==> src/rtl/mmio_ctrl_pkg.sv <==
// Shared definitions for the MMIO controller: address map, KEYCTRL bit layout,
// debounce state encoding and the KEYCTRL read-word builder.
package mmio_ctrl_pkg;

    localparam logic [31:0] ADDR_HEX     = 32'hF000_0000;
    localparam logic [31:0] ADDR_LEDR    = 32'hF000_0004;
    localparam logic [31:0] ADDR_LEDG    = 32'hF000_0008;
    localparam logic [31:0] ADDR_KEY     = 32'hF000_0010;
    localparam logic [31:0] ADDR_SW      = 32'hF000_0014;
    localparam logic [31:0] ADDR_KEYCTRL = 32'hF000_0110;

    localparam int KC_READY   = 0;
    localparam int KC_OVERRUN = 2;

    typedef enum logic {
        STABLE   = 1'b0,
        SETTLING = 1'b1
    } db_state_e;

    function automatic logic [31:0] keyctrl_word(input logic ready, input logic overrun);
        logic [31:0] w;
        w = 32'h0000_0000;
        w[KC_READY]   = ready;
        w[KC_OVERRUN] = overrun;
        return w;
    endfunction

endpackage

==> src/rtl/mmio_debounce.sv <==
// Two-flop synchronizer plus optional debounce for one input group.
// Debounce logic is present only when MMIO_CTRL_DEBOUNCE_EN is defined.
module mmio_debounce
    import mmio_ctrl_pkg::*;
#(
    parameter int               WIDTH           = 4,
    parameter logic [WIDTH-1:0] RST_VAL         = {WIDTH{1'b0}},
    parameter int               DEBOUNCE_CYCLES = 100000
) (
    input  logic             clk,
    input  logic             reset,
    input  logic [WIDTH-1:0] raw,
    output logic [WIDTH-1:0] deb,
    output logic             change
);

    logic [WIDTH-1:0] sync1_r;
    logic [WIDTH-1:0] sync2_r;
    logic [1:0]       prime_r;

    // Synchronizer chain; prime_r marks when the chain holds real samples again after reset
    always_ff @(posedge clk) begin
        if (!reset) begin
            sync1_r <= {WIDTH{1'b0}};
            sync2_r <= {WIDTH{1'b0}};
            prime_r <= 2'b00;
        end else begin
            sync1_r <= raw;
            sync2_r <= sync1_r;
            prime_r <= {prime_r[0], 1'b1};
        end
    end

`ifdef MMIO_CTRL_DEBOUNCE_EN
    // Update lands on the edge that takes the DEBOUNCE_CYCLES-th stable sample.
    localparam int               TERM   = (DEBOUNCE_CYCLES > 2) ? DEBOUNCE_CYCLES - 2 : 0;
    localparam int               CW     = (DEBOUNCE_CYCLES > 2) ? $clog2(DEBOUNCE_CYCLES) : 1;
    localparam logic [CW-1:0]    TERM_C = CW'(TERM);
    localparam logic [CW-1:0]    CNT_MX = {CW{1'b1}};
    localparam bit               IMMED  = (DEBOUNCE_CYCLES <= 1);

    db_state_e        state_r, state_n;
    logic [WIDTH-1:0] deb_r, deb_n;
    logic [WIDTH-1:0] cand_r, cand_n;
    logic [CW-1:0]    cnt_r, cnt_n;
    logic [WIDTH-1:0] eff_s;
    logic             change_s;

    // Next-state, candidate tracking and saturating stability counter
    always_comb begin
        eff_s    = prime_r[1] ? sync2_r : deb_r;
        state_n  = state_r;
        deb_n    = deb_r;
        cand_n   = cand_r;
        cnt_n    = cnt_r;
        change_s = 1'b0;
        case (state_r)
            STABLE: begin
                if (eff_s != deb_r) begin
                    if (IMMED) begin
                        deb_n    = eff_s;
                        change_s = 1'b1;
                    end else begin
                        state_n = SETTLING;
                        cand_n  = eff_s;
                        cnt_n   = {CW{1'b0}};
                    end
                end else begin
                    cnt_n = {CW{1'b0}};
                end
            end
            SETTLING: begin
                if (eff_s == deb_r) begin
                    state_n = STABLE;
                    cnt_n   = {CW{1'b0}};
                end else if (eff_s != cand_r) begin
                    cand_n = eff_s;
                    cnt_n  = {CW{1'b0}};
                end else if (cnt_r >= TERM_C) begin
                    state_n  = STABLE;
                    deb_n    = cand_r;
                    cnt_n    = {CW{1'b0}};
                    change_s = 1'b1;
                end else begin
                    cnt_n = (cnt_r == CNT_MX) ? cnt_r : cnt_r + {{(CW-1){1'b0}}, 1'b1};
                end
            end
            default: begin
                state_n = STABLE;
                cnt_n   = {CW{1'b0}};
            end
        endcase
    end

    // Debounce state registers
    always_ff @(posedge clk) begin
        if (!reset) begin
            state_r <= STABLE;
            deb_r   <= RST_VAL;
            cand_r  <= RST_VAL;
            cnt_r   <= {CW{1'b0}};
        end else begin
            state_r <= state_n;
            deb_r   <= deb_n;
            cand_r  <= cand_n;
            cnt_r   <= cnt_n;
        end
    end

    assign deb    = deb_r;
    assign change = change_s;
`else
    logic [WIDTH-1:0] deb_s;
    logic [WIDTH-1:0] deb_n;

    // Debounced value is the synchronized value once the chain has refilled
    always_comb begin
        deb_s = prime_r[1] ? sync2_r : RST_VAL;
        deb_n = prime_r[0] ? sync1_r : RST_VAL;
    end

    assign deb    = deb_s;
    assign change = (deb_n != deb_s);
`endif

endmodule

==> src/rtl/mmio_ctrl.sv <==
// Memory-mapped I/O block: HEX/LEDR/LEDG output registers, debounced KEY/SW inputs
// and KEYCTRL ready/overrun flags. Debouncing is enabled by MMIO_CTRL_DEBOUNCE_EN.
module mmio_ctrl
    import mmio_ctrl_pkg::*;
#(
    parameter int DBITS           = 32,
    parameter int DEBOUNCE_CYCLES = 100000
) (
    input  logic             clk,
    input  logic             reset,
    input  logic [DBITS-1:0] addr,
    input  logic             wr_en,
    input  logic [DBITS-1:0] wr_data,
    input  logic             rd_en,
    output logic [DBITS-1:0] rd_data,
    input  logic [3:0]       KEY,
    input  logic [9:0]       SW,
    output logic [15:0]      hex,
    output logic [9:0]       ledr,
    output logic [7:0]       ledg
);

    logic [15:0] hex_r;
    logic [9:0]  ledr_r;
    logic [7:0]  ledg_r;
    logic        ready_r, ready_n;
    logic        overrun_r, overrun_n;
    logic [3:0]  key_deb;
    logic        key_chg;
    logic [9:0]  sw_deb;
    logic        sw_chg;
    logic        sel_hex, sel_ledr, sel_ledg, sel_key, sel_sw, sel_kc;

    mmio_debounce #(
        .WIDTH           (4),
        .RST_VAL         (4'hF),
        .DEBOUNCE_CYCLES (DEBOUNCE_CYCLES)
    ) u_key_db (
        .clk    (clk),
        .reset  (reset),
        .raw    (KEY),
        .deb    (key_deb),
        .change (key_chg)
    );

    mmio_debounce #(
        .WIDTH           (10),
        .RST_VAL         (10'h000),
        .DEBOUNCE_CYCLES (DEBOUNCE_CYCLES)
    ) u_sw_db (
        .clk    (clk),
        .reset  (reset),
        .raw    (SW),
        .deb    (sw_deb),
        .change (sw_chg)
    );

    // Address decode and load mux
    always_comb begin
        sel_hex  = (addr == DBITS'(ADDR_HEX));
        sel_ledr = (addr == DBITS'(ADDR_LEDR));
        sel_ledg = (addr == DBITS'(ADDR_LEDG));
        sel_key  = (addr == DBITS'(ADDR_KEY));
        sel_sw   = (addr == DBITS'(ADDR_SW));
        sel_kc   = (addr == DBITS'(ADDR_KEYCTRL));
        if (sel_hex) begin
            rd_data = DBITS'(hex_r);
        end else if (sel_ledr) begin
            rd_data = DBITS'(ledr_r);
        end else if (sel_ledg) begin
            rd_data = DBITS'(ledg_r);
        end else if (sel_key) begin
            rd_data = DBITS'(key_deb);
        end else if (sel_sw) begin
            rd_data = DBITS'(sw_deb);
        end else if (sel_kc) begin
            rd_data = DBITS'(keyctrl_word(ready_r, overrun_r));
        end else begin
            rd_data = {DBITS{1'b0}};
        end
    end

    // Ready/overrun update: a debounced KEY change beats any clear on the same edge
    always_comb begin
        ready_n   = ready_r;
        overrun_n = overrun_r;
        if (key_chg) begin
            ready_n   = 1'b1;
            overrun_n = overrun_r | ready_r;
        end else begin
            if ((rd_en && sel_key) || (wr_en && sel_kc && !wr_data[KC_READY])) begin
                ready_n = 1'b0;
            end else begin
                ready_n = ready_r;
            end
            if (wr_en && sel_kc && !wr_data[KC_OVERRUN]) begin
                overrun_n = 1'b0;
            end else begin
                overrun_n = overrun_r;
            end
        end
    end

    // Output registers and KEYCTRL flags
    always_ff @(posedge clk) begin
        if (!reset) begin
            hex_r     <= 16'h0000;
            ledr_r    <= 10'h000;
            ledg_r    <= 8'h00;
            ready_r   <= 1'b0;
            overrun_r <= 1'b0;
        end else begin
            if (wr_en && sel_hex) begin
                hex_r <= wr_data[15:0];
            end
            if (wr_en && sel_ledr) begin
                ledr_r <= wr_data[9:0];
            end
            if (wr_en && sel_ledg) begin
                ledg_r <= wr_data[7:0];
            end
            ready_r   <= ready_n;
            overrun_r <= overrun_n;
        end
    end

    assign hex  = hex_r;
    assign ledr = ledr_r;
    assign ledg = ledg_r;

endmodule

==> config.mk <==
export PLATFORM = sky130hd
export DESIGN_NAME = mmio_ctrl
export DESIGN_NICKNAME = d
export VERILOG_FILES = /design/src/rtl/mmio_ctrl_pkg.sv /design/src/rtl/mmio_debounce.sv /design/src/rtl/mmio_ctrl.sv
export SDC_FILE = /design/constraint.sdc
export NUM_CORES = 1
export LEC_CHECK = 0
export CORE_MARGIN = 2
export CORE_UTILIZATION = 42
export DETAILED_ROUTE_END_ITERATION = 8
export GPL_TIMING_DRIVEN = 1
export PLACE_DENSITY = 0.89
export SLEW_MARGIN = 20
export SYNTH_ARGS = -nofsm -noshare
export SYNTH_HDL_FRONTEND = slang
export SYNTH_SLANG_ARGS = --single-unit
==> constraint.sdc <==
create_clock -name clk -period 3 [get_ports clk]
set_input_delay 0.6 -clock clk [delete_from_list [all_inputs] [get_ports clk]]
set_output_delay 0.6 -clock clk [all_outputs]
set_load 0.01 [all_outputs]
==> summary.md <==
| Metric | Value |
|---|---|
| Post-route cell area | 5129 µm² |
| Share of the synthesized area in the top cell type | 40.71% |
| CTS buffer count | 9 |
| Most frequent cells in the layout | 72 x clkdlybuf4s50_1, 69 x nand2_1, 66 x dfxtp_1, 39 x buf_4, 36 x mux2i_1 |
| DP Worst Slack | -1.003 ns |
| Die Height | 91.91 µm |
| Met1 GRT Util | 25.49% |
| Routability cong. | 0.8579 |
| DRC errors left | 0 |
| Routing usage on met2 | 43.57% |
| CP cell instances | buf_6 -> or4b_4 -> buf_6 -> nor4_4 -> nand3_4 -> or3_4 -> o31ai_2 -> buf_2 |
| Num rows | 32 |
| Clk sinks | 66 |
| Max_slew headroom | 61.64% |
| Setup violators final | 16 |
| First-pass GRT wire length | 16.13 mm |
| #FFs+latches synth | 66 |
| I/O Buffers | 115 |
| Post-synth top flop | dfxtp_1 |
| Unrepaired setup endpoints after global routing | yes |
| Vias after detailed routing | 3325 |
| R2R depth | 5 |
| Launch point of the worst path | addr[5] |
| Area occupied by multi-input gates | 1938 µm² |
| Cell Area, Synth | 3246 µm² |
| Register area | 1321 µm² |
| Cell mode on critical path | buf_6 |
| Share of flip-flops with an asynchronous set or reset | 0% |
| Final #Nets | 597 |
| Largest net degree at the start of global routing | 51 |
| P_leak | 2.303 nW |
| Drt total wl | 10.33 mm |
| Largest cells by area after synthesis | dfxtp_1 41%, mux2i_1 11%, nand2_1 8.1%, and2_1 6.7%, buf_4 3.7% |
| Syn Area/Cell | 9.066 µm² |
| Setup Skew | 0.008881 ns |
| Grt ovf | 0 |
| CP Capture Type | output pin |
| Hold EP | u_sw_db.sync2_r[8] |
| Grt met3 use | 7.806% |
| Vias in the first global route | 3358 |
| WS Path Type | in -> out |
| CTS tree | yes |
| Slowest stage delay, CP | 0.54 ns |
| R2R setup slack | 1.30 ns |
| Slew Limit Fails | 0 |
| HP Start | u_sw_db.sync1_r[8] |
| Clock transition at the registers of the reported paths | 0.08 ns |
| Yosys cell types | 54 |
| Post-CTS Hold Fix Bufs | 0 |
| Core box area | 7607 µm² |
| MaxCap Viol Count | 0 |
| Hold Path Cell Cnt | 1 |
| DP Wirelength | 6.958 mm |
| IO Pins | 148 |
| Initial DRC Count | 268 |
| Buffer levels on the longest clock path | 2 |
| Power Density | 385.3 nW/µm² |
| Starting Density | 42.66% |
| H-tree depth | 3 |
| Post-DR wirelength/cell | 16.60 µm |
| F_max | 302.8 MHz |
| Final min period | 3.302 ns |
| Filler cell count | 569 |
| Die span in x | 91.91 µm |
| Crit Path Max Fanout | 4 |
| Antenna Cells | 0 |
| CP max-delay cell | or4b_4 |
| Worst vdd ir | 0.0003501 V |
| DRT Pass-1 Iters | 5 |
| Vias per inst | 5.346 |
| Outcome | finished with violations |
| Syn Inst Count | 358 |
| Root Buffer | clkbuf_8 |
| Hold violation total from the final report | 0 |
| Initial antenna violation count | 0 |
| Sequential area share after synthesis | 40.71% |
| Worst Path Buf+Inv | 3 |
| Worst-skew pair later-pin latency | 0.34 ns |
| Die area | 8447 µm² |
| Layout cells sized above 1 | 28.27% |
| Worst r2r src | u_sw_db.prime_r[1] |
| Area post-placement | 4613 µm² |
| Syn. warnings | 0 |
| Number of synthesized flops with an enable pin | 0 |
| Failing checks | setup timing |
| Critical Path RT | 2.40 ns |
| Commonest non-fill, non-tap cell in the layout | clkdlybuf4s50_1 |
| Power Total | 1.976 mW |
| Layout area overhead | 58.02% |
| Worst path arrival time | 2.70 ns |
| Worst Max-Slew Pin Slew | 0.5711 ns |
| WP depth | 8 |
| Area leader, netlist | dfxtp_1 |
| Final Cycle Share | 110.1% |
| Top Usage Layer GRT | met2 |
| Critical Path Start Type | input pin |
| CP top delay family | simple AND/OR/NAND/NOR gates |
| All-Layer GR Usage | 24.17% |
| Worst min path class | reg -> reg |
| Final setup margin | -0.3025 ns |
| Reg-to-reg endpoint | overrun_r |
| Antenna Violating Nets Remaining | 0 |
-- worst max path at each step --
stage	to	slack (ns)
floorplan	rd_data[5]	0.05
global route	rd_data[7]	-0.37
detailed placement	rd_data[4]	-1.00
finish	rd_data[6]	-0.30
global placement	rd_data[4]	-0.99
CTS	rd_data[7]	-0.35
-- per-stage QoR --
stage | hold slack [ns] | TNS [ns] | utilization [%] | std cells
floorplan | 0.4119 | 0 | - | 373
global placement | 0.4228 | -12.95 | 60.64 | 585
detailed placement | 0.4232 | -13.25 | 60.64 | 585
CTS | 0.4325 | -2.837 | 66.25 | 619
global route | 0.4576 | -4.379 | 67.42 | 622
finish | 0.4295 | -3.321 | 67.42 | 622
-- cell type report --
| class | count | share of cell area (%) |
|---|---|---|
| clock inverters | 7 | 2.000 |
| flip-flops and latches | 66 | 25.76 |
| repair buffers | 166 | 29.18 |
| well taps | 102 | 2.488 |
| clock buffers | 9 | 2.415 |
| multi-input cells | 267 | 37.79 |
| inverters | 5 | 0.3659 |
-- state kept, by name, indices dropped and copies added (netlist names) --
name	cells
ledg	8
u_sw_db.sync2_r	10
u_key_db.sync1_r	4
u_sw_db.prime_r	2
hex	16
ledr	10
u_sw_db.sync1_r	10
u_key_db.sync2_r	4
ready_r	1
overrun_r	1
-- cells in the mapped netlist, types with 2 or more instances --
cell type  instances
nand2_1           70
dfxtp_1           66
mux2i_1           36
and2_1            35
clkbuf_1          17
buf_4             16
nor2_1            11
a31oi_1            8
a21boi_0           6
a21oi_1            6
inv_1              5
nand3_1            5
o21ai_0            5
nor2b_1            4
nor3_1             4
o31ai_2            4
nor4_1             3
nor4_4             3
or4_1              3
a211oi_1           2
a22o_1             2
a22oi_1            2
a2bb2oi_1          2
a31o_2             2
a32o_1             2
and4_1             2
nand3_2            2
o21a_1             2
o2bb2ai_1          2
o31ai_1            2
or2_2              2
or3_2              2
or4b_4             2
or4bb_1            2
xor2_1             2
-- worst register-to-register path: cells and delay by family, from the launching register on --
family,cells,cell delay [ns]
flops,1,0.59
simple gates,1,0.53
compound gates,4,0.48
-- where the power goes --
part | leakage [nW] | internal [mW] | switching, mW
Sequential | 0.539 | 0.897 | 0.0135
Combinational | 1.65 | 0.120 | 0.101
Clock | 0.110 | 0.475 | 0.370
-- kinds of logic (layout without fill, tap and decap cells) --
family | Yosys count | after routing | synth area share (%)
multiplexers | 36 | 36 | 11.10
XOR/XNOR | 2 | 2 | 0.5398
flip-flops | 66 | 66 | 40.71
AND/OR/NAND/NOR | 163 | 163 | 29.26
other | 1 | 16 | 0.1155
buffers and inverters | 40 | 187 | 6.746
AO/OA/AOI/OAI | 50 | 50 | 11.53
-- per-layer routing --
| metal | wire, µm | share of wire (%) | up-vias |
|---|---|---|---|
| met1 | 3746 | 36 | 1555 |
| met3 | 998 | 9.7 | 38 |
| met4 | 372 | 3.6 | 0 |
| li1 | - | - | 1531 |
| met5 | 0 | 0 | - |
| met2 | 5208 | 50 | 201 |
-- what timing repair did --
item                                   in CTS  in global routing
gates cloned                                1                  0
pin swaps                                  30                 16
setup endpoints to repair                  16                 16
endpoints found under the hold margin       0                  0
resized for setup                         171                 18
buffers inserted                           18                  4
No activity file was read; power rests on OpenSTA's default activity.
